===== src/rtl/riscv_pipe_pkg.sv =====
// Shared pipeline definitions: forwarding select codes, shadow-slot record, hazard match helper.
// Latency: n/a (types and pure functions only).
// Backpressure: n/a.
package riscv_pipe_pkg;

  // Width of register addresses held in the shadow slots (32 architectural regs).
  localparam int PIPE_AW = 5;

  // EXE operand source selects.
  localparam logic [1:0] FWD_RF  = 2'b00;  // register-file / ID/EXE operand
  localparam logic [1:0] FWD_WB  = 2'b01;  // result being written back
  localparam logic [1:0] FWD_MEM = 2'b10;  // ALU result sitting in MEM

  // Destination/source info shadowed for one in-flight instruction.
  typedef struct packed {
    logic               valid;
    logic [PIPE_AW-1:0] rd;
    logic               reg_write;
    logic               mem_read;
    logic [PIPE_AW-1:0] rs1;
    logic [PIPE_AW-1:0] rs2;
  } slot_t;

  // A slot produces register r. x0 is hardwired zero and never creates a hazard.
  function automatic logic hz_match(input slot_t s, input logic [PIPE_AW-1:0] r);
    return s.valid && s.reg_write && (s.rd == r) && (r != '0);
  endfunction

endpackage


===== src/rtl/pipe_shadow_slot.sv =====
// One pipeline shadow slot: captures slot_i when load_i is high, otherwise becomes a bubble.
// Latency: 1 cycle (registered). Backpressure: none, updates every cycle.
// Ports: clk, reset (sync, active-high), load_i (take slot_i), slot_i (next record), slot_o (held record).
module pipe_shadow_slot
  import riscv_pipe_pkg::*;
(
  input  logic  clk,
  input  logic  reset,
  input  logic  load_i,
  input  slot_t slot_i,
  output slot_t slot_o
);

  slot_t slot_q;
  slot_t slot_d;

  // A bubble clears every field, not just valid, so stale rs/rd never leak anywhere.
  always_comb begin
    slot_d = '0;
    if (load_i) begin
      slot_d = slot_i;
    end
  end

  always_ff @(posedge clk) begin
    if (reset) begin
      slot_q <= '0;
    end else begin
      slot_q <= slot_d;
    end
  end

  assign slot_o = slot_q;

endmodule


===== src/rtl/hazard_ctrl_unit.sv =====
// Hazard/forwarding controller for the 5-stage pipeline: stalls, flushes, EXE forwarding selects, perf counters.
// Latency: control outputs are combinational from shadow slots and ID/EXE inputs; slots advance every cycle.
// Backpressure: stall_f/stall_d hold the front end on load-use (or any RAW when forwarding is off); branch flush wins.
// Ports: clk, reset; ID instruction fields (id_*); pcsrc_e; stall_f/stall_d/flush_d/flush_e; fwd_a_e/fwd_b_e; stall_cnt/flush_cnt.
module hazard_ctrl_unit
  import riscv_pipe_pkg::*;
#(
  parameter int REG_AW     = PIPE_AW,  // must not exceed PIPE_AW
  parameter int FWD_EN     = 1,
  parameter int LOAD_STALL = 1,        // 1..3
  parameter int CNT_W      = 32
) (
  input  logic              clk,
  input  logic              reset,
  input  logic              id_valid,
  input  logic [REG_AW-1:0] id_rs1,
  input  logic [REG_AW-1:0] id_rs2,
  input  logic [REG_AW-1:0] id_rd,
  input  logic              id_reg_write,
  input  logic              id_mem_read,
  input  logic              pcsrc_e,
  output logic              stall_f,
  output logic              stall_d,
  output logic              flush_d,
  output logic              flush_e,
  output logic [1:0]        fwd_a_e,
  output logic [1:0]        fwd_b_e,
  output logic [CNT_W-1:0]  stall_cnt,
  output logic [CNT_W-1:0]  flush_cnt
);

  localparam logic [1:0] BUB_INIT = 2'(LOAD_STALL - 1);

  slot_t              id_slot;
  slot_t              exe_slot;
  slot_t              mem_slot;
  slot_t              wb_slot;
  logic [PIPE_AW-1:0] rs1_w;
  logic [PIPE_AW-1:0] rs2_w;
  logic               exe_load;
  logic               load_use;
  logic               raw_stall;
  logic               bub_stall;
  logic               hz_stall;
  logic [1:0]         bub_q;
  logic [1:0]         bub_d;
  logic [CNT_W-1:0]   stall_cnt_q;
  logic [CNT_W-1:0]   stall_cnt_d;
  logic [CNT_W-1:0]   flush_cnt_q;
  logic [CNT_W-1:0]   flush_cnt_d;

  assign rs1_w = PIPE_AW'(id_rs1);
  assign rs2_w = PIPE_AW'(id_rs2);

  always_comb begin
    id_slot           = '0;
    id_slot.valid     = 1'b1;
    id_slot.rd        = PIPE_AW'(id_rd);
    id_slot.reg_write = id_reg_write;
    id_slot.mem_read  = id_mem_read;
    id_slot.rs1       = rs1_w;
    id_slot.rs2       = rs2_w;
  end

  // EXE takes the ID instruction unless it is being bubbled; MEM and WB simply follow.
  assign exe_load = id_valid & ~flush_e;

  pipe_shadow_slot u_exe_slot (
    .clk    (clk),
    .reset  (reset),
    .load_i (exe_load),
    .slot_i (id_slot),
    .slot_o (exe_slot)
  );

  pipe_shadow_slot u_mem_slot (
    .clk    (clk),
    .reset  (reset),
    .load_i (1'b1),
    .slot_i (exe_slot),
    .slot_o (mem_slot)
  );

  pipe_shadow_slot u_wb_slot (
    .clk    (clk),
    .reset  (reset),
    .load_i (1'b1),
    .slot_i (mem_slot),
    .slot_o (wb_slot)
  );

  // Hazard detection. All stall sources are gated by id_valid so an empty ID never stalls.
  always_comb begin
    load_use  = 1'b0;
    raw_stall = 1'b0;
    bub_stall = 1'b0;
    if (FWD_EN != 0) begin
      load_use  = id_valid && exe_slot.mem_read &&
                  (hz_match(exe_slot, rs1_w) || hz_match(exe_slot, rs2_w));
      // Extra bubbles beyond the first come from the countdown.
      bub_stall = id_valid && (bub_q != 2'd0);
    end else begin
      raw_stall = id_valid &&
                  (hz_match(exe_slot, rs1_w) || hz_match(exe_slot, rs2_w) ||
                   hz_match(mem_slot, rs1_w) || hz_match(mem_slot, rs2_w) ||
                   hz_match(wb_slot,  rs1_w) || hz_match(wb_slot,  rs2_w));
    end
    hz_stall = load_use | raw_stall | bub_stall;
  end

  // A taken branch squashes the ID instruction, so it overrides any stall.
  assign stall_f = hz_stall & ~pcsrc_e;
  assign stall_d = hz_stall & ~pcsrc_e;
  assign flush_d = pcsrc_e;
  assign flush_e = pcsrc_e | hz_stall;

  // Forwarding: the younger producer in MEM beats WB.
  always_comb begin
    fwd_a_e = FWD_RF;
    fwd_b_e = FWD_RF;
    if (FWD_EN != 0) begin
      if (hz_match(mem_slot, exe_slot.rs1))     fwd_a_e = FWD_MEM;
      else if (hz_match(wb_slot, exe_slot.rs1)) fwd_a_e = FWD_WB;
      if (hz_match(mem_slot, exe_slot.rs2))     fwd_b_e = FWD_MEM;
      else if (hz_match(wb_slot, exe_slot.rs2)) fwd_b_e = FWD_WB;
    end
  end

  // Bubble countdown and saturating performance counters.
  always_comb begin
    bub_d = bub_q;
    if (pcsrc_e) begin
      bub_d = 2'd0;
    end else if (load_use) begin
      bub_d = BUB_INIT;
    end else if (bub_q != 2'd0) begin
      bub_d = bub_q - 2'd1;
    end

    stall_cnt_d = stall_cnt_q;
    if (stall_d && (stall_cnt_q != '1)) begin
      stall_cnt_d = stall_cnt_q + CNT_W'(1);
    end

    flush_cnt_d = flush_cnt_q;
    if (pcsrc_e && (flush_cnt_q != '1)) begin
      flush_cnt_d = flush_cnt_q + CNT_W'(1);
    end
  end

  always_ff @(posedge clk) begin
    if (reset) begin
      bub_q       <= 2'd0;
      stall_cnt_q <= '0;
      flush_cnt_q <= '0;
    end else begin
      bub_q       <= bub_d;
      stall_cnt_q <= stall_cnt_d;
      flush_cnt_q <= flush_cnt_d;
    end
  end

  assign stall_cnt = stall_cnt_q;
  assign flush_cnt = flush_cnt_q;

  // Fields carried for uniformity of the slot record but not consumed downstream.
  logic unused_slot_bits;
  assign unused_slot_bits = ^{mem_slot.rs1, mem_slot.rs2, mem_slot.mem_read,
                              wb_slot.rs1, wb_slot.rs2, wb_slot.mem_read};

endmodule


===== config.mk =====
export PLATFORM = sky130hd
export DESIGN_NAME = hazard_ctrl_unit
export DESIGN_NICKNAME = d
export VERILOG_FILES = /design/src/rtl/riscv_pipe_pkg.sv /design/src/rtl/pipe_shadow_slot.sv /design/src/rtl/hazard_ctrl_unit.sv
export SDC_FILE = /design/constraint.sdc
export NUM_CORES = 1
export LEC_CHECK = 0
export BUFFER_PORTS_ARGS = -buffer_cell sky130_fd_sc_hd__buf_2
export CAP_MARGIN = 25
export CORE_ASPECT_RATIO = 0.7
export CORE_MARGIN = 5
export CORE_UTILIZATION = 59
export DETAILED_ROUTE_END_ITERATION = 12
export HOLD_SLACK_MARGIN = 0.03
export PLACE_DENSITY = 0.91
export SLEW_MARGIN = 10
export SYNTH_ARGS = -nofsm -noshare
export SYNTH_HDL_FRONTEND = slang
export SYNTH_SLANG_ARGS = --single-unit

===== constraint.sdc =====
create_clock -name clk -period 5.45 [get_ports clk]
set_input_delay 0.545 -clock clk [delete_from_list [all_inputs] [get_ports clk]]
set_output_delay 0.545 -clock clk [all_outputs]
set_load 0.05 [all_outputs]

# == Word-level counts from Yosys, hierarchy flattened ==
# Cells that the tools add are included.
# classes
n_addsub,3
eq_ne,8
n_mux,5
bitwise,7
reduce_logical,28
# op_table
cell,n
"adder 32 x 1 -> 32 bit, second input constant",2
"!= test 32 bit, second input constant",2
equality test 5 bit,6
logical AND 1 bit,20
nonzero test 5 bit,4
2-to-1 mux 18 bit,1
2-to-1 mux 2 bit,2
inverter 1 bit,3
OR reduction 3 bit,1
AND 1 bit,2
2-to-1 mux 1 bit,2
bitwise OR 1 bit,2
nonzero test 2 bit,1
OR reduction 2 bit,1
"subtractor 2 x 1 -> 2 bit, second input constant",1
logical OR 1 bit,1
# word_totals
register_bits,98
wordCells,66

# == Depth between registers and ports, before layout ==
# depth
depth_word,11
mapped_depth,8

# == Hierarchy ==
# A second synthesis with hierarchy kept.
# hier_totals
cells_unflattened,583
area_unflattened_um2,5416.4
# by_module_without_submodules
module,instances,cells_per_inst,area_each_um2,seq_area_each_um2
hazard_ctrl_unit,1,469,3764.9,1321.3
pipe_shadow_slot,3,38,550.5,360.3

# == Least setup slack after synthesis ==
# Ideal clock, no wire load.
# synth_timing
path_kind,register to output
start,reg u_exe_slot.slot_q (netlist bit u_exe_slot.slot_o[6])
end,out fwd_a_e[0]
arrival_time_ns,2.787
path_slack_ns,2.118
path_stages_with_launch,5
path_cell_list,dfxtp_1 -> or4_1 -> nor2_1 -> nor3_1 -> nor4_1
# synth_via
elab_chain_cells,5
# synth_rtl
element,line_no,text
"start, declared",pipe_shadow_slot.sv:14,slot_t slot_q;
"start signal, assigned",pipe_shadow_slot.sv:29,slot_q <= slot_d;
equality test 5 bit,riscv_pipe_pkg.sv:26,return s.valid && s.reg_write && (s.rd == r) && (r != '0);
logical AND 1 bit (2 in a row),riscv_pipe_pkg.sv:26,
2-to-1 mux 1 bit,hazard_ctrl_unit.sv:123,"else if (hz_match(wb_slot, exe_slot.rs1)) fwd_a_e = FWD_WB;"
2-to-1 mux 2 bit (*),hazard_ctrl_unit.sv:122,"if (hz_match(mem_slot, exe_slot.rs1)) fwd_a_e = FWD_MEM;"
"end, declared",hazard_ctrl_unit.sv:26,"output logic [1:0] fwd_a_e,"
# Mark *: on every way between the ends. The rest lies on a longest branch, timed or not.

# == Final worst setup path ==
# layout_timing
start,reg u_exe_slot.slot_q (netlist bit u_exe_slot.slot_o[12])
end,out stall_f
# layout_via
elab_chain_cells,7
# layout_rtl
element,line_no,text
equality test 5 bit,-,
logical AND 1 bit (2 in a row),-,
logical OR 1 bit (*),-,
logical AND 1 bit (*),hazard_ctrl_unit.sv:98,load_use = id_valid && exe_slot.mem_read &&
bitwise OR 1 bit (*),hazard_ctrl_unit.sv:108,hz_stall = load_use | raw_stall | bub_stall;
AND 1 bit (*),hazard_ctrl_unit.sv:112,assign stall_f = hz_stall & ~pcsrc_e;
"end, declared",hazard_ctrl_unit.sv:22,"output logic stall_f,"
# Marked as above.

==> metrics.cfg <==
[cts]
cts_setup_buffers = 0
cts_tree = yes
path_clk_slew_ns = 0.06
cts_hold_buf = 0
postCtsResizedCells = 0
cts_sinks = 98
htreeDepth = 3
clockBufferDepth = 2
cts_buffers = 9
cts-root-buf = clkbuf_16
clk_latency_ns = 0.34

[outcome]
outcome = completed

[route]
wl_per_cell_um = 15.6
drtIter0Drc = 303
dr.pass1.iters = 5
drc = 0
drt-vias-per-instance = 5.83
via_count = 4213
ant_nets = 0
postRouteWirelength_um = 11300

[worst_setup_path]
cp-start-kind = flip-flop
end_kind = output pin
worst_ep_arrival_time_ns = 2.74
cp.required_ns = 4.91
crit_fanout = 43
crit_type = flip-flop to output pin

[floorplan]
num_rows = 27
start_util_pct = 60.5
core_area_um2 = 7870
fp.dieW_um = 117
dieArea_um2 = 9990
die_height_um = 85.1
num_io_pins = 93

[timing]
finClkSkew_ns = 0.00932
worst_pin_slew_ns = 0.981
slew_viol_final = 0
slew_headroom_pct = 34.1
finalCriticalPeriod_ns = 3.29
max_freq_ghz = 0.304
rsz0062_at_grt = no
period_share_pct = 60.3
tns_ns = 0
hold_viol_final = 0
setup_violations = 0

[final_layout]
layout_common_cells = dfxtp_1 (98), buf_2 (92), nor2_1 (57), xnor2_1 (32), nand3_1 (32)
final_cells = 723
syn_to_final_growth_pct = 17.1
finalNetCount = 641
fill_cells = 601
diodes = 0
drive_gt1_share_pct = 22.7
layout_commonest_cell = dfxtp_1

[logic_synthesis]
syn_area_um2 = 4760
ys_warn_count = 0
syn_nets = 557
async_flop_share_pct = 0
yosys.area.top_type_share_pct = 41.2
synthCells = 533
yosys.cell_types.count = 53
post_synth.cell_area_avg_um2 = 8.93
ys_seq_area_share_pct = 41.2
ys_seq_elements = 98
synthTopCellsByArea = dfxtp_1 (41%), xnor2_1 (5.9%), nor2_1 (4.5%)
synth_enable_flop_cells = 0
synth_top_cell_by_area = dfxtp_1
synthFlopType = dfxtp_1

[job]
max_cap_violations = 0

[global_route]
grt_max_degree = 93
grtUsageTotal_pct = 22.4
overflow = 0
grt_pass1_vias = 4001
antenna_found_initial = 0
grt_pass1_wl_um = 18900

[power]
p_leak_uw = 0.00220
irDropWorstVdd_v = 0.000207
p_per_area_nw_per_um2 = 257

[place]
gp_congestion = 0.838
io_buffers = 92
dp_cells = 707
dp_hpwl_um = 8240

[min_path]
worstHoldPathType = input port to flip-flop

-- stage by stage --
| step | setup WS, ns | hold WS (ns) | utilization (%) | cell area [um^2] | total power [uW] |
|---|---|---|---|---|---|
| 3_3_place_gp | 2.31 | 0.468 | 67.0 | 5270 | 811 |
| 5_1_grt | 1.90 | 0.393 | 70.8 | 5570 | 1480 |
| 3_5_place_dp | 2.22 | 0.491 | 67.0 | 5270 | 814 |
| 4_1_cts | 2.15 | 0.394 | 70.8 | 5570 | 1450 |
| 2_1_floorplan | 2.12 | 0.454 | - | 4760 | 793 |
| 6_report | 2.16 | 0.404 | 70.8 | 5570 | 1430 |
-- per-layer routing --
metal	wire, um	part of all wire, %	track usage, %	vias up
li1	-	-	-	2069
met1	5230	46	28.8	1959
met2	5090	45	36.6	160
met3	779	6.9	6.53	25
met4	180	1.6	7.38	0
met5	0	0	0	-
-- path summary, 6_finish.rpt --
kind / from / end / slack (ns) / cells past startpoint
worst min-delay path: id_rd[1] / u_exe_slot.slot_o[13]$_SDFF_PP0_ / 0.40 / 2
worst max-delay path: u_exe_slot.slot_o[12]$_SDFF_PP0_ / stall_f / 2.16 / 6
worst min register to register: bub_q[1]$_SDFFE_PP0N_ / bub_q[1]$_SDFFE_PP0N_ / 0.50 / 2
worst max register to register: stall_cnt[0]$_SDFFE_PP0P_ / stall_cnt[3]$_SDFFE_PP0P_ / 2.51 / 7
-- power by group --
part | total (uW) | internal, uW | leakage (uW) | switching (uW)
Sequential | 732 | 723 | 0.000791 | 9.35
Combinational | 66.3 | 25.4 | 0.00126 | 40.9
Clock | 636 | 360 | 0.000148 | 276
Total | 1430 | 1110 | 0.00220 | 326
-- logic make-up (layout without fill, tap and decap cells) --
group / Yosys count / in the layout / share of synthesized area, %
simple gates: 276 / 276 / 33.4
flops: 98 / 98 / 41.2
compound gates: 57 / 57 / 7.99
xor+xnor: 57 / 57 / 10.6
buf+inv: 28 / 117 / 2.58
mux: 14 / 14 / 3.37
fa+ha+maj: 3 / 3 / 0.789
-- sequential cells by signal, summed over array words and instances, names as in the netlist --
signal             cells
bub_q                  2
flush_cnt             32
stall_cnt             32
u_exe_slot.slot_o     18
u_mem_slot.slot_o      7
u_wb_slot.slot_o       7
-- area by class of cell --
type	instances	area, um^2	share of cell area [%]
multi-input cells	407	2680	48.1
flip-flops and latches	98	1960	35.2
repair buffers	94	475	8.53
clock buffers	9	225	4.04
well taps	101	126	2.27
clock inverters	7	76.3	1.37
inverters	7	26.3	0.471
-- synthesized netlist by cell type (2+ instances only) --
cell type / instances
a21oi_1: 23
a21oi_2: 2
a31oi_1: 2
and2_1: 24
and3_1: 10
and4_1: 6
buf_2: 2
buf_4: 4
clkbuf_1: 14
dfxtp_1: 98
ha_1: 3
inv_1: 7
mux2_2: 12
nand2_1: 26
nand3_1: 32
nand4_1: 26
nor2_1: 57
nor2b_1: 29
nor3_1: 13
nor3b_1: 3
nor4_1: 8
nor4_4: 2
o21ai_0: 8
o31ai_1: 13
o41ai_1: 2
or3_1: 6
or3b_2: 2
or4_1: 20
xnor2_1: 32
xor2_1: 24
-- worst max-delay path: stages (launching register included) --
cell and delay [ns]:
dfxtp_1 0.37, or4_1 0.55, a21oi_2 0.22, o31ai_4 0.15, o21ai_4 0.73, inv_1 0.13
buf_2 0.25
(Power assumes the default switching activity.)
